File: config.mk
export PLATFORM = sky130hd
export DESIGN_NAME = imm_extend_pipe_flat
export DESIGN_NICKNAME = d
export VERILOG_FILES = /design/src/rtl/imm_extend_pipe_if.sv /design/src/rtl/imm_extend_pipe.sv /design/src/flat_wrapper.sv
export SDC_FILE = /design/constraint.sdc
export NUM_CORES = 1
export LEC_CHECK = 0
export ABC_CLOCK_PERIOD_IN_PS = 4500
export BUFFER_PORTS_ARGS = -buffer_cell sky130_fd_sc_hd__buf_2
export CORE_UTILIZATION = 45
export DETAILED_ROUTE_END_ITERATION = 7
export PLACE_DENSITY = 0.81
export SYNTH_ARGS = -nofsm -noshare
export SYNTH_HDL_FRONTEND = slang
export SYNTH_SLANG_ARGS = --single-unit
File: constraint.sdc
create_clock -name clk -period 4.5 [get_ports clk]
set_clock_uncertainty 0.05 [all_clocks]
set_input_delay 0 -clock clk [delete_from_list [all_inputs] [get_ports clk]]
set_output_delay 0 -clock clk [all_outputs]
set_load 0.01 [all_outputs]
File: src/rtl/imm_extend_pipe_if.sv
// ----------------------------------------------------------------------------
// imm_extend_pipe_if
// Handshake and data bundle for the decode-stage immediate extender.
//   flush          : synchronous pipeline flush (branch taken / exception)
//   in_valid       : upstream holds a valid immediate field
//   in_ready       : extender can accept this cycle
//   imm_field      : raw immediate bits from the instruction word
//   imm_src        : extension mode (00/01 zero, 10 sign, 11 sign then <<2)
//   is_prefix      : current beat is an immediate-prefix instruction
//   out_valid      : ext_imm is valid
//   out_ready      : downstream accepts
//   ext_imm        : extended immediate
//   prefix_pending : a prefix is held, waiting for its consumer
// Modports: master = decode logic / pipeline register side, slave = extender.
// ----------------------------------------------------------------------------
interface imm_extend_pipe_if #(
  parameter int IMM_W = 24,
  parameter int XLEN  = 64
);
  logic              flush;
  logic              in_valid;
  logic              in_ready;
  logic [IMM_W-1:0]  imm_field;
  logic [1:0]        imm_src;
  logic              is_prefix;
  logic              out_valid;
  logic              out_ready;
  logic [XLEN-1:0]   ext_imm;
  logic              prefix_pending;

  modport master (
    output flush, in_valid, imm_field, imm_src, is_prefix, out_ready,
    input  in_ready, out_valid, ext_imm, prefix_pending
  );

  modport slave (
    input  flush, in_valid, imm_field, imm_src, is_prefix, out_ready,
    output in_ready, out_valid, ext_imm, prefix_pending
  );
endinterface

File: src/rtl/imm_extend_pipe.sv
// ----------------------------------------------------------------------------
// imm_extend_pipe
// Pipelined immediate extender for the decode stage. Extends the raw
// immediate field to XLEN bits according to imm_src and registers it behind
// a single valid/ready output stage. A prefix beat stores its field as the
// upper immediate bits for the next non-prefix beat, allowing immediates
// wider than IMM_W.
// Ports:
//   clk   : clock, rising edge
//   rst_n : asynchronous active-low reset
//   bus   : imm_extend_pipe_if.slave (handshake, flush, data, prefix status)
// ----------------------------------------------------------------------------
module imm_extend_pipe #(
  parameter int IMM_W = 24,
  parameter int XLEN  = 64
) (
  input  logic                clk,
  input  logic                rst_n,
  imm_extend_pipe_if.slave    bus
);

  localparam int UPPER_W = XLEN - IMM_W;

  typedef enum logic [0:0] {
    NO_PREFIX   = 1'b0,
    PREFIX_HELD = 1'b1
  } state_t;

  state_t            state_r;
  state_t            state_nxt_s;
  logic [IMM_W-1:0]  prefix_r;
  logic [IMM_W-1:0]  prefix_nxt_s;
  logic              out_valid_r;
  logic              out_valid_nxt_s;
  logic [XLEN-1:0]   ext_imm_r;
  logic [XLEN-1:0]   ext_imm_nxt_s;
  logic              prefix_pending_r;
  logic              in_ready_s;
  logic              accept_s;

  // Builds the extended immediate. Modes 1x sign-extend (from the prefix when
  // one is used, otherwise from the field); mode 11 shifts the whole combined
  // value left by 2 and drops the two bits that fall off the top.
  function automatic logic [XLEN-1:0] extend_imm(
    input logic [IMM_W-1:0] pfx,
    input logic             use_pfx,
    input logic [IMM_W-1:0] field,
    input logic [1:0]       src
  );
    logic [XLEN-1:0]    pfx_wide;
    logic [UPPER_W-1:0] upper;
    logic [XLEN-1:0]    comb_val;
    logic               sign_mode;
    sign_mode = src[1];
    // Widen the prefix to XLEN first so UPPER_W smaller than IMM_W still works.
    if (sign_mode) begin
      pfx_wide = {{UPPER_W{pfx[IMM_W-1]}}, pfx};
    end else begin
      pfx_wide = {{UPPER_W{1'b0}}, pfx};
    end
    if (use_pfx) begin
      upper = pfx_wide[UPPER_W-1:0];
    end else if (sign_mode) begin
      upper = {UPPER_W{field[IMM_W-1]}};
    end else begin
      upper = {UPPER_W{1'b0}};
    end
    comb_val = {upper, field};
    case (src)
      2'b11:   comb_val = {comb_val[XLEN-3:0], 2'b00};
      default: comb_val = comb_val;
    endcase
    return comb_val;
  endfunction

  // Ready depends only on the output register state (pass-through backpressure).
  assign in_ready_s = !out_valid_r || bus.out_ready;
  assign accept_s   = bus.in_valid && in_ready_s;

  // FSM state register.
  always_ff @(posedge clk or negedge rst_n) begin
    if (!rst_n) begin
      state_r <= NO_PREFIX;
    end else begin
      state_r <= state_nxt_s;
    end
  end

  // FSM next-state: flush wins, any prefix (re)loads, a consumer releases.
  always_comb begin
    state_nxt_s = state_r;
    if (bus.flush) begin
      state_nxt_s = NO_PREFIX;
    end else if (accept_s && bus.is_prefix) begin
      state_nxt_s = PREFIX_HELD;
    end else if (accept_s) begin
      state_nxt_s = NO_PREFIX;
    end else begin
      state_nxt_s = state_r;
    end
  end

  // FSM outputs / datapath next values for the output and prefix registers.
  always_comb begin
    out_valid_nxt_s = out_valid_r;
    ext_imm_nxt_s   = ext_imm_r;
    prefix_nxt_s    = prefix_r;
    if (bus.flush) begin
      // Beat presented alongside a flush is dropped; ext_imm is left as is.
      out_valid_nxt_s = 1'b0;
      prefix_nxt_s    = {IMM_W{1'b0}};
    end else if (accept_s && bus.is_prefix) begin
      // A prefix produces no output beat; the previous one has drained.
      out_valid_nxt_s = 1'b0;
      prefix_nxt_s    = bus.imm_field;
    end else if (accept_s) begin
      out_valid_nxt_s = 1'b1;
      ext_imm_nxt_s   = extend_imm(prefix_r, (state_r == PREFIX_HELD),
                                   bus.imm_field, bus.imm_src);
    end else if (bus.out_ready) begin
      out_valid_nxt_s = 1'b0;
    end else begin
      out_valid_nxt_s = out_valid_r;
    end
  end

  // Output, prefix and status registers.
  always_ff @(posedge clk or negedge rst_n) begin
    if (!rst_n) begin
      out_valid_r      <= 1'b0;
      ext_imm_r        <= {XLEN{1'b0}};
      prefix_r         <= {IMM_W{1'b0}};
      prefix_pending_r <= 1'b0;
    end else begin
      out_valid_r      <= out_valid_nxt_s;
      ext_imm_r        <= ext_imm_nxt_s;
      prefix_r         <= prefix_nxt_s;
      prefix_pending_r <= (state_nxt_s == PREFIX_HELD);
    end
  end

  assign bus.in_ready       = in_ready_s;
  assign bus.out_valid      = out_valid_r;
  assign bus.ext_imm        = ext_imm_r;
  assign bus.prefix_pending = prefix_pending_r;

endmodule

File: src/flat_wrapper.sv
// flat-port wrapper written by rule: the top's interface ports become plain ports
module imm_extend_pipe_flat 
#(
  parameter int IMM_W = 24,
  parameter int XLEN  = 64
)
  (clk, rst_n, bus_flush, bus_in_valid, bus_imm_field, bus_imm_src, bus_is_prefix, bus_out_ready, bus_in_ready, bus_out_valid, bus_ext_imm, bus_prefix_pending);
  imm_extend_pipe_if #(.IMM_W(IMM_W), .XLEN(XLEN)) bus_i ();
  input  logic clk;
  input  logic rst_n;
  input wire logic [$bits(bus_i.flush)-1:0] bus_flush;
  input wire logic [$bits(bus_i.in_valid)-1:0] bus_in_valid;
  input wire logic [$bits(bus_i.imm_field)-1:0] bus_imm_field;
  input wire logic [$bits(bus_i.imm_src)-1:0] bus_imm_src;
  input wire logic [$bits(bus_i.is_prefix)-1:0] bus_is_prefix;
  input wire logic [$bits(bus_i.out_ready)-1:0] bus_out_ready;
  output wire logic [$bits(bus_i.in_ready)-1:0] bus_in_ready;
  output wire logic [$bits(bus_i.out_valid)-1:0] bus_out_valid;
  output wire logic [$bits(bus_i.ext_imm)-1:0] bus_ext_imm;
  output wire logic [$bits(bus_i.prefix_pending)-1:0] bus_prefix_pending;
  assign bus_i.flush = bus_flush;
  assign bus_i.in_valid = bus_in_valid;
  assign bus_i.imm_field = bus_imm_field;
  assign bus_i.imm_src = bus_imm_src;
  assign bus_i.is_prefix = bus_is_prefix;
  assign bus_i.out_ready = bus_out_ready;
  assign bus_in_ready = bus_i.in_ready;
  assign bus_out_valid = bus_i.out_valid;
  assign bus_ext_imm = bus_i.ext_imm;
  assign bus_prefix_pending = bus_i.prefix_pending;
  imm_extend_pipe #(.IMM_W(IMM_W), .XLEN(XLEN)) u_core (.clk(clk), .rst_n(rst_n), .bus(bus_i));
endmodule
==> impl_metrics.toml <==
[setup_path]
r2r_start = "u_core.bus.out_valid"
crit_path_max_incr_delay_ns = 0.61
setup.worst_path.start = "u_core.bus.out_valid"
critPathArrivalTime_ns = 3.15
critPathKind = "register to register"
r2r_cells = 5
crit_path_start_kind = "register"
required_ns = 4.69
worstPathCellList = "nor2b_1 -> inv_2 -> nand3_1 -> o21ai_0 -> dlygate4sd3_1"
ff2ff_setup_slack_ns = 1.54
crit_end = "u_core.bus.ext_imm[1]"
cp-end-kind = "register"
crit_fanout = 32
r2r_end = "u_core.bus.ext_imm[1]"
crit_path_top_delay_cell = "nor2b_1"

[global_routing]
grt_pass1_wl_um = 16200
grt_pass1_vias = 3238
antenna_found_initial = 0
grt_max_degree = 78
grt_util_all_layers_pct = 24.1
grt-ovfl-total = 0

[final_layout]
nNetsFinal = 493
antenna_cells = 0
fill_cells = 665
fin_cells = 567
syn_to_final_growth_pct = 25.1
drive_gt1_share_pct = 27.3
multiInputGateArea_um2 = 1510
seqCellArea_um2 = 1930

[timing]
fmax_mhz = 338
tns_ns = 0
setup_viol = 0
layout_setup_ws_ns = 1.54
rsz0062_at_grt = "false"
period_minus_slack_ns = 2.96
drv_slew = 0
tightest_slew_ns = 1.27
maxSlewHeadroom_pct = 15.0
period_share_pct = 65.8
hold_violations = 0

[logic_synthesis]
syn-num-nets = 401
yosysSeqAreaShare_pct = 51.8
netlist-cell-type-count = 38
ys.flop_type = "dfrtp_1"
ys_ff_latch = 77
postSynthAreaPerCell_um2 = 10.1
synth_edf_count = 0
synth_area_um2 = 3720
synthArstFlopShare_pct = 100
yosys_warnings = 0
synthCells = 369

[route]
detail-route-antenna-nets = 0
num_vias = 3386
first_iter_violations = 292
wl_um = 9870
firstDrtPassIters = 5
remaining_drc_errors = 0
viasPerCell = 5.97
post_drt_wl_per_cell_um = 17.4

[clock_tree]
post_cts_resized = 0
cts.sinks = 77
ctsHtreeMaxLevel = 3
cts_tree = "built"
cts_buffers = 9
cts_buffer_depth = 2
ctsRootBufferMaster = "clkbuf_8"
clk_latency_ns = 0.35
clk_pin_slew_worst_paths_ns = 0.08

[placed_design]
place_hpwl_um = 6330
gp_congestion = 0.809
port_buffers = 98
preCtsSetupSlack_ns = 1.65
dp_cells = 522

[floorplan]
die_h_um = 92.9
row_count = 32
start_util_pct = 47.4
die_area_um2 = 8640
io_pins = 99
coreArea_um2 = 7850
die_x_um = 92.9

[status]
status = "complete, no violations"

[flow_run]
max-cap-violations = 0

[power_and_ir_drop]
p_per_area_nw_per_um2 = 410
p_leak_nw = 2.17
peakVddDrop_mv = 0.197

[worst_hold_path]
hold_path.class = "input port to register"
==> logic make-up after synthesis <==
group | share of synthesized area (%)
muxes | 0.874
DFF | 51.8
and+or+nand+nor | 11.5
buffers and inverters | 7.67
AOI/OAI and AO/OA | 28.2
==> cell type report <==
class                           count  area share [%]
Inverter                            3           0.242
Timing Repair Buffer              133            17.8
Tap cell                          102            2.74
Clock buffer                       11            3.25
Multi-Input combinational cell    237            32.5
Clock inverter                      4            2.04
Sequential cell                    77            41.4
==> per-layer routing <==
layer,up-vias,GRT usage [%],wire (um)
met4,0,9.87,171
met2,165,36.8,4670
met3,18,4.68,708
met5,-,0,0
met1,1648,33.7,4320
li1,1555,-,-
==> power by group <==
part           switching (mW)  leakage [nW]  total (mW)  internal, mW
Sequential             0.0678         0.955       0.857         0.790
Clock                   0.247         0.125       0.642         0.395
Combinational           0.224          1.09       0.409         0.185
==> critical path: cells and delay by family, from the launching register on <==
kind	cells	cell delay, ns
AND/OR/NAND/NOR	2	1.21
AO/OA/AOI/OAI	1	0.20
buffers and inverters	2	1.06
flip-flops	1	0.34
==> cell usage after synthesis (3+ instances only) <==
cell        n  area, um^2
a31oi_1    60         375
dfrtp_1    77        1930
and3_1     13        81.3
clkbuf_1   16        60.1
o2bb2ai_1  10        87.6
o22a_1      8        70.1
buf_1       6        22.5
buf_2      15        75.1
nand3_1     4        20.0
o31ai_1     4        30.0
buf_4      14         105
a22o_1     24         210
a211oi_1   10        75.1
nand2b_1    4        25.0
nand2_1    57         214
a22oi_1     8        60.1
o21ai_0    11        55.1
nor2b_1     3        18.8
==> worst min path at each step <==
stage              startpoint                     end  slack (ns)  cells after the start
4_1_cts        bus_imm_src[1]  u_core.bus.ext_imm[26]         0.1                      3
3_3_place_gp            rst_n  u_core.bus.ext_imm[27]        0.15                      1
2_1_floorplan           rst_n   u_core.bus.ext_imm[0]       -0.35                      0
3_5_place_dp            rst_n  u_core.bus.ext_imm[27]        0.16                      1
5_1_grt        bus_imm_src[1]  u_core.bus.ext_imm[26]        0.18                      3
6_report       bus_imm_src[1]  u_core.bus.ext_imm[26]        0.11                      3
==> flip-flops by register name, summed over array words and instances, names as in the netlist <==
register,count
u_core.prefix_r,24
u_core.bus.out_valid,1
u_core.bus.ext_imm,51
u_core.state_r,1
==> per-stage QoR <==
stage                     total power [mW]  util (%)  area, um^2  hold WS [ns]
final                                 1.91      59.3        4650         0.111
after global routing                  2.00      59.3        4650         0.176
after CTS                             1.91      59.3        4650        0.0961
after detailed placement              1.26      52.3        4110         0.161
after global placement                1.24      52.3        4110         0.154
after floorplan                       1.09         -        3720        -0.346
==> cells in the final DEF, fill, tap and decap left out, types with 2 or more instances in the layout <==
| cell | count |
|---|---|
| a211oi_1 | 10 |
| a21oi_1 | 2 |
| a22o_1 | 24 |
| a22oi_1 | 8 |
| a31oi_1 | 60 |
| and2_1 | 2 |
| and3_1 | 13 |
| buf_2 | 97 |
| buf_4 | 6 |
| bufinv_16 | 3 |
| clkbuf_8 | 11 |
| dfrtp_1 | 77 |
| dlygate4sd3_1 | 30 |
| inv_1 | 2 |
| mux2_2 | 2 |
| nand2_1 | 57 |
| nand2b_1 | 4 |
| nand3_1 | 4 |
| nor2_1 | 2 |
| nor2b_1 | 2 |
| o21ai_0 | 11 |
| o22a_1 | 8 |
| o2bb2ai_1 | 10 |
| o31ai_1 | 4 |
==> repair_timing <==
item / 4_1_cts / 5_1_grt
hold buffers: 30 / 0
hold endpoints to repair: 128 / 0
setup buffers: 0 / 0
endpoints found under the setup margin: 0 / 0
(Power assumes the default switching activity.)
